==> config.mk <==
export PLATFORM = sky130hd
export DESIGN_NAME = interp_sequencer
export DESIGN_NICKNAME = d
export VERILOG_FILES = /design/src/rtl/interp_sequencer_pkg.sv /design/src/rtl/interp_sequencer_issue_drain_ctr.sv /design/src/rtl/interp_sequencer.sv
export SDC_FILE = /design/constraint.sdc
export NUM_CORES = 1
export LEC_CHECK = 0
export ABC_AREA = 0
export CORE_MARGIN = 1.5
export CORE_UTILIZATION = 55
export DETAILED_ROUTE_END_ITERATION = 10
export PLACE_DENSITY = 0.82
export SETUP_SLACK_MARGIN = 0.4
export SLEW_MARGIN = 5
export SYNTH_ARGS = -nofsm -noshare
export SYNTH_HDL_FRONTEND = slang
export SYNTH_SLANG_ARGS = --single-unit
==> constraint.sdc <==
create_clock -name clk -period 2.9 [get_ports clk]
set_clock_uncertainty 0.15 [all_clocks]
set_input_delay 0.58 -clock clk [delete_from_list [all_inputs] [get_ports clk]]
set_output_delay 0.58 -clock clk [all_outputs]
set_load 0.03 [all_outputs]
==> src/rtl/interp_sequencer_pkg.sv <==
// Shared types and constants for the HEVC 8-wide subpixel interpolation sequencer.
package interp_pkg;

  localparam int NUM_PIXEL = 8;
  localparam int TAPS      = 8;
  localparam int FIR_LAT   = 2;
  localparam int ROWS_IN   = NUM_PIXEL + TAPS - 1;
  localparam int INT_TAP   = 3;

  localparam logic [1:0] FRAC_INT = 2'd0;
  localparam logic [1:0] FRAC_A   = 2'd1;
  localparam logic [1:0] FRAC_B   = 2'd2;
  localparam logic [1:0] FRAC_C   = 2'd3;

  typedef enum logic [2:0] {
    IDLE,
    FILL,
    HPASS,
    VPASS,
    DONE
  } state_e;

endpackage

==> src/rtl/interp_sequencer_issue_drain_ctr.sv <==
// Issues indices 0..n-1, then waits LAT drain cycles; also replays each issue LAT cycles later.
module issue_drain_ctr
  import interp_pkg::*;
#(
  parameter int IDX_W = 4,
  parameter int LAT   = FIR_LAT
) (
  input  logic             clk,
  input  logic             rst,
  input  logic             start_i,
  input  logic [IDX_W-1:0] n_i,
  output logic [IDX_W-1:0] idx_o,
  output logic             last_o,
  output logic             dly_valid_o,
  output logic [IDX_W-1:0] dly_idx_o
);

  localparam int CNT_W = IDX_W + 1;

  logic             active_q, active_d;
  logic [CNT_W-1:0] cnt_q, cnt_d;
  logic [IDX_W-1:0] n_q, n_d;
  logic [IDX_W-1:0] idx_q, idx_d;
  logic             issue_q, issue_d;
  logic             last_q, last_d;
  logic [LAT-1:0]   pv_q;
  logic [IDX_W-1:0] pi_q [LAT];

  always_comb begin
    // NOTE: every signal gets a default first so no path leaves it unassigned and infers a latch.
    n_d      = n_q;
    active_d = active_q;
    cnt_d    = cnt_q;
    if (start_i) begin
      n_d      = n_i;
      active_d = 1'b1;
      cnt_d    = '0;
    end else if (active_q) begin
      if (last_q) begin
        active_d = 1'b0;
        cnt_d    = '0;
      end else begin
        cnt_d = cnt_q + CNT_W'(1);
      end
    end
    issue_d = active_d && (cnt_d < {1'b0, n_d});
    last_d  = active_d && (cnt_d == ({1'b0, n_d} + CNT_W'(LAT - 1)));
    idx_d   = issue_d ? cnt_d[IDX_W-1:0] : '0;
  end

  always_ff @(posedge clk) begin
    if (rst) begin
      active_q <= 1'b0;
      cnt_q    <= '0;
      n_q      <= '0;
      idx_q    <= '0;
      issue_q  <= 1'b0;
      last_q   <= 1'b0;
      pv_q     <= '0;
      // NOTE: the index pipeline is only LAT deep, so it is reset like any flop; dly_idx_o must read 0 after reset.
      for (int i = 0; i < LAT; i++) pi_q[i] <= '0;
    end else begin
      // NOTE: non-blocking assignments so each stage samples its predecessor's pre-edge value.
      active_q <= active_d;
      cnt_q    <= cnt_d;
      n_q      <= n_d;
      idx_q    <= idx_d;
      issue_q  <= issue_d;
      last_q   <= last_d;
      pv_q[0]  <= issue_q;
      pi_q[0]  <= idx_q;
      for (int i = 1; i < LAT; i++) begin
        pv_q[i] <= pv_q[i-1];
        pi_q[i] <= pi_q[i-1];
      end
    end
  end

  assign idx_o       = idx_q;
  assign last_o      = last_q;
  assign dly_valid_o = pv_q[LAT-1];
  assign dly_idx_o   = pi_q[LAT-1];

endmodule

==> src/rtl/interp_sequencer.sv <==
// FSM controller for the 8-wide HEVC interpolation datapath (FILL, HPASS, VPASS, DONE).
// Optional INTERP_SEQ_PERF_EN adds cycle and stall counters for the last block.
module interp_sequencer
  import interp_pkg::*;
(
  input  logic        clk,
  input  logic        rst,
  input  logic        start,
  input  logic [1:0]  frac_x,
  input  logic [1:0]  frac_y,
  input  logic        row_valid,
  output logic        row_ready,
  output logic        load_in,
  output logic [3:0]  row_sel,
  output logic        v_src_sel,
  output logic [1:0]  filt_sel,
  output logic        h_load,
  output logic        out_load,
  output logic [2:0]  out_row,
  output logic        busy,
  output logic        done
`ifdef INTERP_SEQ_PERF_EN
  ,
  output logic [15:0] cyc_cnt,
  output logic [15:0] stall_cnt
`endif
);

  state_e     state_q;
  logic [1:0] fx_q, fy_q, filt_q;
  logic [3:0] fill_cnt_q;
  logic       row_ready_q, v_src_q, busy_q, done_q;
  logic       h_cap_q, h_out_q, v_out_q;

  logic       go_h, fill_last, ctr_start, ctr_last, ctr_dly_valid, h_win;
  logic [3:0] ctr_n, ctr_idx, ctr_dly_idx;

  assign load_in = row_valid & row_ready_q;

  always_comb begin
    go_h      = (fx_q != FRAC_INT) || (fy_q == FRAC_INT);
    fill_last = (state_q == FILL) && load_in && (fill_cnt_q == 4'(ROWS_IN - 1));
    ctr_start = fill_last || ((state_q == HPASS) && ctr_last && (fy_q != FRAC_INT));
    ctr_n     = (fill_last && go_h) ? 4'(ROWS_IN) : 4'(NUM_PIXEL);
  end

  issue_drain_ctr #(.IDX_W(4), .LAT(FIR_LAT)) u_ctr (
    .clk         (clk),
    .rst         (rst),
    .start_i     (ctr_start),
    .n_i         (ctr_n),
    .idx_o       (ctr_idx),
    .last_o      (ctr_last),
    .dly_valid_o (ctr_dly_valid),
    .dly_idx_o   (ctr_dly_idx)
  );

  always_ff @(posedge clk) begin
    if (rst) begin
      state_q     <= IDLE;
      fx_q        <= FRAC_INT;
      fy_q        <= FRAC_INT;
      filt_q      <= FRAC_INT;
      fill_cnt_q  <= '0;
      row_ready_q <= 1'b0;
      v_src_q     <= 1'b0;
      busy_q      <= 1'b0;
      done_q      <= 1'b0;
      h_cap_q     <= 1'b0;
      h_out_q     <= 1'b0;
      v_out_q     <= 1'b0;
    end else begin
      done_q <= 1'b0;
      unique case (state_q)
        IDLE: if (start) begin
          fx_q        <= frac_x;
          fy_q        <= frac_y;
          fill_cnt_q  <= '0;
          row_ready_q <= 1'b1;
          busy_q      <= 1'b1;
          state_q     <= FILL;
        end
        FILL: if (load_in) begin
          fill_cnt_q <= fill_cnt_q + 4'd1;
          if (fill_last) begin
            fill_cnt_q  <= '0;
            row_ready_q <= 1'b0;
            v_src_q     <= 1'b0;
            if (go_h) begin
              state_q <= HPASS;
              filt_q  <= fx_q;
              h_cap_q <= (fy_q != FRAC_INT);
              h_out_q <= (fy_q == FRAC_INT);
            end else begin
              state_q <= VPASS;
              filt_q  <= fy_q;
              v_out_q <= 1'b1;
            end
          end
        end
        HPASS: if (ctr_last) begin
          h_cap_q <= 1'b0;
          h_out_q <= 1'b0;
          if (fy_q != FRAC_INT) begin
            state_q <= VPASS;
            filt_q  <= fy_q;
            v_src_q <= (fx_q != FRAC_INT);
            v_out_q <= 1'b1;
          end else begin
            state_q <= DONE;
            filt_q  <= FRAC_INT;
            done_q  <= 1'b1;
          end
        end
        VPASS: if (ctr_last) begin
          state_q <= DONE;
          filt_q  <= FRAC_INT;
          v_src_q <= 1'b0;
          v_out_q <= 1'b0;
          done_q  <= 1'b1;
        end
        DONE: begin
          state_q <= IDLE;
          busy_q  <= 1'b0;
        end
        default: state_q <= IDLE;
      endcase
    end
  end

  // Capture/filler strobes decode only registered pass flags and the counter's delayed issue.
  assign h_win     = (ctr_dly_idx >= 4'(INT_TAP)) && (ctr_dly_idx < 4'(INT_TAP + NUM_PIXEL));
  assign h_load    = h_cap_q & ctr_dly_valid;
  assign out_load  = ctr_dly_valid & (v_out_q | (h_out_q & h_win));
  assign out_row   = !out_load ? 3'd0 :
                     v_out_q   ? ctr_dly_idx[2:0] : 3'(ctr_dly_idx - 4'(INT_TAP));
  assign row_ready = row_ready_q;
  assign row_sel   = ctr_idx;
  assign v_src_sel = v_src_q;
  assign filt_sel  = filt_q;
  assign busy      = busy_q;
  assign done      = done_q;

`ifdef INTERP_SEQ_PERF_EN
  logic [15:0] run_q, stall_run_q, cyc_cnt_q, stall_cnt_q;

  always_ff @(posedge clk) begin
    if (rst) begin
      run_q       <= '0;
      stall_run_q <= '0;
      cyc_cnt_q   <= '0;
      stall_cnt_q <= '0;
    end else begin
      if (state_q == IDLE && start) begin
        run_q       <= 16'd1;
        stall_run_q <= '0;
      end else if (state_q != IDLE) begin
        run_q <= run_q + 16'd1;
      end
      if (state_q == FILL && !row_valid) stall_run_q <= stall_run_q + 16'd1;
      if (state_q == DONE) begin
        cyc_cnt_q   <= run_q + 16'd1;
        stall_cnt_q <= stall_run_q;
      end
    end
  end

  assign cyc_cnt   = cyc_cnt_q;
  assign stall_cnt = stall_cnt_q;
`endif

endmodule

==> impl_metrics.toml, run 1 <==
[status]
outcome = "completed"

[cells_and_area]
finalNonFillerCells = 327
multi_input_area_um2 = 1290
post-route-util_pct = 74.3
drive_above_1_share_pct = 26.5
layout.nets = 293
syn_to_final_growth_pct = 27.0
antenna_cells = 0
final_common_cell = "dfxtp_1"
num-fill-cells = 269
ff_latch_area_um2 = 925
final_cell_mix = "43 x dfxtp_1, 30 x nor2_1, 20 x buf_4"

[global_route]
grt-busiest-layer = "met2"
use_met2_pct = 44.5
track_usage_pct = 25.0
grt_start_max_net_pins = 27
antenna_found_initial = 0
use_met3_pct = 4.26
grt.overflow.total = 0
grt_pass1_wl_um = 8240
grt_pass1_vias = 1777
use_met1_pct = 30.6

[logic_synthesis]
synth-seq-area-share_pct = 42.1
syn_nets = 252
ys_async_sr_fraction_pct = 0
yosysWarnings = 0
ys_seq_elements = 46
synth-edff-count = 0
synth.distinct_cells = 57
synth.avg_cell_area_um2 = 9.24
synthCells = 237
synthFlopType = "dfxtp_1"
synth_area_um2 = 2190

[critical_path]
reg2reg_depth = 9
arrival_ps = 1760
crit_type = "register to output port"
cp-start-kind = "register"
worstSetupEndpointType = "output port"
cp_max_fo = 4
worst_ep_required_time_ps = 2170

[power_and_ir_drop]
p_comb_share_pct = 7.9
pwr-share-clk_pct = 37.0
power.switching_uw = 284
p_per_area_nw_per_um2 = 426
intPower_uw = 901
p_sw_share_pct = 23.9
ir_drop_mv = 0.324
power.share.sequential_pct = 55.1
p_leak_uw = 0.00111

[timing]
hold_viol = 0
worstMarginPinSlew_ps = 530
setup_viol = 0
finalSetupTns_ps = 0
rsz0062_at_grt = "yes"
slew_violations = 0
max_freq_mhz = 402
finalCriticalPeriod_ps = 2490
slew_headroom_pct = 64.4
period_share_pct = 85.7

[hold_path]
min_path_cells = 1
min-delay-path-class = "register to register"

[clock_network]
cts_hold_buf = 0
cts.sinks = 46
clk_pin_slew_worst_paths_ps = 90
root_buffer = "clkbuf_8"
clk_latency_ps = 310
clk_path_buf_depth = 2
htreeDepth = 2
cts_buffers = 5
cts_tree = "yes"

[floorplanning]
die_area_um2 = 4370
die_y_um = 66.1
fp.dieW_um = 66.1
start_util_pct = 58.5
placementRows = 22
io-pin-count = 24
core_area_um2 = 3740

[placement]
dpl.hpwl_um = 3430
place_inst = 309
routabilityCongestion = 0.821
io_buffers = 23

[routing]
drt_wl_total_um = 5400
vias = 1914
drtIter0Drc = 135
vias_per_cell = 5.85
dr.pass1.iters = 4
drtAntennaViolNets = 0
drt-wirelength-per-cell_um = 16.5
drcViolationCount = 0

[flow_run]
drv_cap = 0
## final cells by class
cell class | instances | area share (%)
clock buffer | 7 | 3.46
tap | 48 | 2.16
sequential | 46 | 33.2
timing repair buffer | 44 | 13.6
clock inverter | 1 | 0.315
inverter | 7 | 0.945
multi-input combinational | 174 | 46.2
## per-stage QoR
stage          setup WS, ps  area [µm²]  total power [µW]  hold slack [ps]
2_1_floorplan           513        2190               719              264
3_3_place_gp            120        2510               750              276
3_5_place_dp           24.5        2510               752              282
4_1_cts                 353        2680              1180              284
5_1_grt                 343        2780              1220              294
6_report                414        2780              1180              288
## synthesized netlist by cell type (3+ instances only)
master | n | share of area, %
clkbuf_1 | 4 | 0.69
xnor2_1 | 4 | 1.6
dfxtp_1 | 46 | 42
mux2i_1 | 7 | 3.2
nand2_1 | 8 | 1.4
or3_1 | 3 | 0.86
nand3_1 | 5 | 1.1
o21ai_0 | 9 | 2.1
xor2_1 | 3 | 1.2
a21oi_1 | 12 | 2.7
nand2b_1 | 5 | 1.4
nor2_1 | 33 | 5.7
nor2b_1 | 15 | 4.3
buf_2 | 5 | 1.1
inv_1 | 6 | 1.0
nor3_1 | 12 | 2.7
a211oi_1 | 7 | 2.4
ha_1 | 7 | 4.0
## logic make-up after synthesis
kind of cell	share of synthesized area (%)
AO/OA/AOI/OAI	16.9
buffers and inverters	3.54
AND/OR/NAND/NOR	25.3
multiplexers	5.43
flip-flops	42.1
XOR/XNOR	2.80
adder cells (fa/ha/maj)	4.00
## flip-flops by register name (all words and copies together), names as in the netlist, 3 cells and up
name,count
fill_cnt_q,4
state_q,3
u_ctr.idx_o,4
u_ctr.n_q,4
u_ctr.pi_q,8
u_ctr.cnt_q,5
## critical path: stages, from the launching register on
cell     delay, ps
dfxtp_2        350
ha_4           160
or3_4          330
and3_4         170
o21ai_4        160
buf_6          120
nor2_2          30
buf_6          130
## what timing repair did
item | CTS | global route
resized for setup | 32 | 20
pin swaps | 4 | 13
endpoints found under the setup margin | 10 | 9
setup buffers | 5 | 5
## power by group through the flow
stage	clock network [µW]	registers [µW]	logic, µW
4_1_cts	437	651	90.4
6_report	438	653	93.7
2_1_floorplan	0	667	51.8
3_5_place_dp	0	666	86.9
3_3_place_gp	0	665	84.7
5_1_grt	461	654	101
## path summary, 6_finish.rpt
kind	start	to	slack, ps
hold reg to reg	u_ctr.pi_q[0][1]	u_ctr.pi_q[0][5]	290
setup reg to reg	state_q[2]	u_ctr.idx_o[1]	460
hold / removal	u_ctr.pi_q[0][1]	u_ctr.pi_q[0][5]	290
setup / recovery	u_ctr.pi_q[0][5]	out_row[1]	410
## layer usage
layer | wire, µm | part of all wire, % | vias up
li1 | - | - | 910
met1 | 2240 | 41 | 914
met2 | 2790 | 52 | 77
met3 | 264 | 4.9 | 13
met4 | 109 | 2.0 | 0
met5 | 0 | 0 | -
Note: power is estimated with default switching activity, not from simulation.
==> run 2, diff against run 1 <==
- SETUP_SLACK_MARGIN: 0.4 -> not set
==> impl_metrics.toml, run 2 (synthesized netlist as in run 1, its figures left out) <==
[status]
outcome = "completed"

[power_and_ir_drop]
pwr-share-clk_pct = 37.1
totalPowerFinal_uw = 1180
ir_drop_mv = 0.276
p_per_area_nw_per_um2 = 450
power.switching_uw = 278
p_sw_share_pct = 23.6
p_comb_share_pct = 7.5
power.share.sequential_pct = 55.4
intPower_uw = 898
p_leak_uw = 0.00105

[global_route]
grt-busiest-layer = "met2"
use_met1_pct = 28.8
use_met2_pct = 44.1
track_usage_pct = 24.3
grt.overflow.total = 0
grt_start_max_net_pins = 27
antenna_found_initial = 0
grt_pass1_vias = 1768
use_met3_pct = 4.26
grt_pass1_wl_um = 8030

[floorplanning]
die_area_um2 = 4370
core_area_um2 = 3740
io-pin-count = 24
fp.dieW_um = 66.1
die_y_um = 66.1
start_util_pct = 58.5
placementRows = 22

[critical_path]
crit_chain = "ha_1, or3_1, and3_1, o21ai_1, nor2_1, dlygate4sd2_1"
cp-start-kind = "register"
crit_type = "register to output port"
reg2reg_depth = 9
max_stage_delay_ps = 360
cp_top_family = "simple AND/OR/NAND/NOR gates"
worstSetupEndpointType = "output port"
slowest_stage = "dlygate4sd2_1"
worst_ep_required_time_ps = 2170
path_buf_inv = 1
cp_max_fo = 4
arrival_ps = 2010
cp.depth = 6

[timing]
worstMarginPinSlew_ps = 637
finalSetupTns_ps = 0
max_freq_mhz = 365
setup_viol = 0
hold_viol = 0
period_share_pct = 94.5
slew_violations = 0
rsz0062_at_grt = "no"
finalCriticalPeriod_ps = 2740
slew_headroom_pct = 57.1

[cells_and_area]
antenna_cells = 0
largest-register = "u_ctr.pi_q"
final_cell_mix = "46 x dfxtp_1, 33 x nor2_1, 19 x clkdlybuf4s50_1"
syn_to_final_growth_pct = 19.3
finalNonFillerCells = 317
fin_area_um2 = 2610
largest_reg_flops = 8
top_regs = "u_ctr.pi_q x8, u_ctr.cnt_q x5"
drive_above_1_share_pct = 14.9
final_common_cell = "dfxtp_1"
layout.nets = 283

[flow_run]
drv_cap = 0

[routing]
vias = 1837
drtAntennaViolNets = 0
vias_per_cell = 5.79
drtIter0Drc = 122
drt-wirelength-per-cell_um = 15.5
drcViolationCount = 0
drt_wl_total_um = 4910
dr.pass1.iters = 5

[clock_network]
cts_buffers = 5
root_buffer = "clkbuf_8"
postCtsSetupBuffers = 0
clk_latency_ps = 300
cts_tree = "yes"
clk_path_buf_depth = 2
clk_pin_slew_worst_paths_ps = 90
cts.sinks = 46
htreeDepth = 2

[placement]
io_buffers = 23
dpl_cell_area_um2 = 2510
place_inst = 309
routabilityCongestion = 0.821
dpl.hpwl_um = 3430

[hold_path]
min_path_cells = 1
min-delay-path-class = "register to register"
run 2: cell count changes in the layout (fill, tap and decap cells not counted), sizes merged:
cell / delta
buf: -14
clkdlybuf4s50: +2
dlygate4sd2: +3
dlymetal6s2s: -1
run 2: layer usage:
| metal | vias up | part of all wire [%] |
|---|---|---|
| met5 | - | 0 |
| met1 | 874 | 42 |
| met2 | 54 | 51 |
| met3 | 12 | 4.2 |
| li1 | 897 | - |
| met4 | 0 | 1.9 |
run 2: power by group through the flow:
stage	logic (µW)	clock network (µW)	registers, µW
2_1_floorplan	51.8	0	667
3_3_place_gp	84.7	0	665
3_5_place_dp	86.9	0	666
4_1_cts	87.9	437	651
5_1_grt	95.2	461	653
6_report	88.3	436	651
run 2: worst paths after layout:
| check | startpoint | to | slack, ps |
|---|---|---|---|
| max | u_ctr.pi_q[0][4] | out_row[0] | 160 |
| min | u_ctr.pi_q[0][1] | u_ctr.pi_q[0][5] | 280 |
| max reg2reg | fy_q[1] | u_ctr.idx_o[2] | 290 |
| min reg2reg | u_ctr.pi_q[0][1] | u_ctr.pi_q[0][5] | 280 |
run 2: stage by stage:
step	hold slack [ps]	util [%]	worst slack, ps
5_1_grt	297	69.8	64.4
3_3_place_gp	276	67.1	120
2_1_floorplan	264	-	513
6_report	281	69.8	158
3_5_place_dp	282	67.1	24.5
4_1_cts	291	69.8	138
run 2: area by class of cell:
| cell class | count | area, µm² |
|---|---|---|
| Clock buffer | 7 | 96.3 |
| Clock inverter | 1 | 8.76 |
| Fill cell | 314 | 1130 |
| Inverter | 7 | 26.3 |
| Multi-Input combinational cell | 174 | 1190 |
| Sequential cell | 46 | 921 |
| Tap cell | 48 | 60.1 |
| Timing Repair Buffer | 34 | 308 |
run 2: repair_timing:
| action | in CTS | in global routing |
|---|---|---|
| endpoints found under the setup margin | 4 | 0 |
| resized for setup | 5 | 0 |
| hold buffers | 0 | 0 |
==> run 3, diff against run 2 <==
- PLACE_DENSITY: 0.82 -> 0.78
==> impl_metrics.toml, run 3 (synthesized netlist as in run 1, its figures left out) <==
[floorplanning]
die_area_um2 = 4370
io-pin-count = 24
start_util_pct = 58.5
die_y_um = 66.1
core_area_um2 = 3740
fp.dieW_um = 66.1
placementRows = 22

[placement]
dpl.hpwl_um = 3230
io_buffers = 23
dpl_cell_area_um2 = 2510
routabilityCongestion = 0.824

[critical_path]
worst_ep_required_time_ps = 2170
cp-start-kind = "register"
crit_type = "register to output port"
arrival_ps = 1960
reg2reg_depth = 10
cp_max_fo = 4
worstSetupEndpointType = "output port"
worstReg2RegStart = "state_q[2]"
reg2reg_slack_ps = 300
startpoint = "u_ctr.pi_q[0][4]"
r2r_end = "u_ctr.idx_o[2]"

[timing]
worstMarginPinSlew_ps = 587
slew_violations = 0
hold_ws_ps = 296
slew_headroom_pct = 60.5
rsz0062_at_grt = "no"
finalCriticalPeriod_ps = 2690
period_share_pct = 92.8
setup_viol = 0
hold_viol = 0
max_freq_mhz = 372

[clock_network]
cts.sinks = 46
cts_tree = "yes"
clk_path_buf_depth = 2
clk_pin_slew_worst_paths_ps = 80
clk_latency_ps = 300
cts_buffers = 5
postCtsSetupBuffers = 0
cts_hold_buf = 0
htreeDepth = 2
root_buffer = "clkbuf_8"

[power_and_ir_drop]
ir_drop_mv = 0.225
p_leak_uw = 0.00105
pwr-share-clk_pct = 39.0
power.share.sequential_pct = 53.9
totalPowerFinal_uw = 1210
intPower_uw = 937
p_sw_share_pct = 22.5
p_per_area_nw_per_um2 = 462
power.switching_uw = 272
p_comb_share_pct = 7.2

[cells_and_area]
post-route-util_pct = 69.9
layout.nets = 283
fin_area_um2 = 2620
top_regs = "u_ctr.pi_q x8, u_ctr.cnt_q x5"
largest_reg_flops = 8
final_common_cell = "dfxtp_1"
antenna_cells = 0
final_cell_mix = "46 x dfxtp_1, 33 x nor2_1, 19 x clkdlybuf4s50_1"
largest-register = "u_ctr.pi_q"
drive_above_1_share_pct = 14.5
syn_to_final_growth_pct = 19.5

[flow_run]
drv_cap = 0

[global_route]
grt_start_max_net_pins = 25
track_usage_pct = 22.1
antenna_found_initial = 0
grt.overflow.total = 0
grt_pass1_vias = 1584
grt_pass1_wl_um = 7240

[hold_path]
min-delay-path-class = "register to register"
min_path_cells = 1
min_to = "u_ctr.pi_q[0][6]"
min-delay-start = "u_ctr.pi_q[0][2]"

[routing]
drcViolationCount = 0
dr.pass1.iters = 4
drt-wirelength-per-cell_um = 14.2
drtAntennaViolNets = 0
vias = 1758
vias_per_cell = 5.55
drt_wl_total_um = 4510
drtIter0Drc = 99

[status]
outcome = "completed"
==> run 3: cell count changes in the layout (fill, tap and decap cells not counted), sizes merged <==
cell      previous run  this run
bufinv               0         1
clkbuf               7         6
clkinv               1         0
clkinvlp             0         1
==> run 3: layer usage <==
layer,global-route usage (%),wire length (µm)
met5,0,0
met4,7.65,40
met3,5.11,207
met2,37.8,2170
met1,27.3,2090
==> run 3: power groups by stage <==
| stage | sequential [µW] | combinational [µW] | clock, µW |
|---|---|---|---|
| 2_1_floorplan | 667 | 51.8 | 0 |
| 3_3_place_gp | 666 | 85.5 | 0 |
| 3_5_place_dp | 666 | 86.1 | 0 |
| 4_1_cts | 651 | 86.7 | 479 |
| 5_1_grt | 653 | 93.6 | 502 |
| 6_report | 651 | 86.9 | 471 |
==> run 3: cell type report <==
cell class	count	area, µm²
repair buffers	34	308
flip-flops and latches	46	921
multi-input cells	174	1190
fillers	309	1130
clock inverters	2	37.5
clock buffers	6	72.6
inverters	7	26.3
well taps	48	60.1
==> run 3: how the worst max path moves through the flow <==
stage	to	depth (start not counted)
after CTS	out_row[0]	6
after detailed placement	u_ctr.idx_o[2]	10
after floorplan	u_ctr.idx_o[3]	10
final	out_row[0]	6
after global placement	u_ctr.idx_o[3]	10
after global routing	out_row[0]	6
==> run 3: critical path, cell delays in order (launching register included) <==
cell and delay (ps):
dfxtp_1 330, ha_1 210, or3_1 290, and3_1 160, o21ai_1 230, nor2_1 80, dlygate4sd2_1 360
==> run 3: stage by stage <==
stage | setup WS, ps | TNS, ps | instances
after floorplan | 513 | 0 | 237
after global placement | 131 | 0 | 309
after detailed placement | -1.44 | -1.44 | 309
after CTS | 183 | 0 | 317
after global routing | 105 | 0 | 317
final | 208 | 0 | 317
==> run 3: timing repair <==
| item | 4_1_cts | 5_1_grt |
|---|---|---|
| endpoints found under the setup margin | 4 | 0 |
| endpoints found under the hold margin | 0 | 0 |
| gates resized for setup | 5 | 0 |
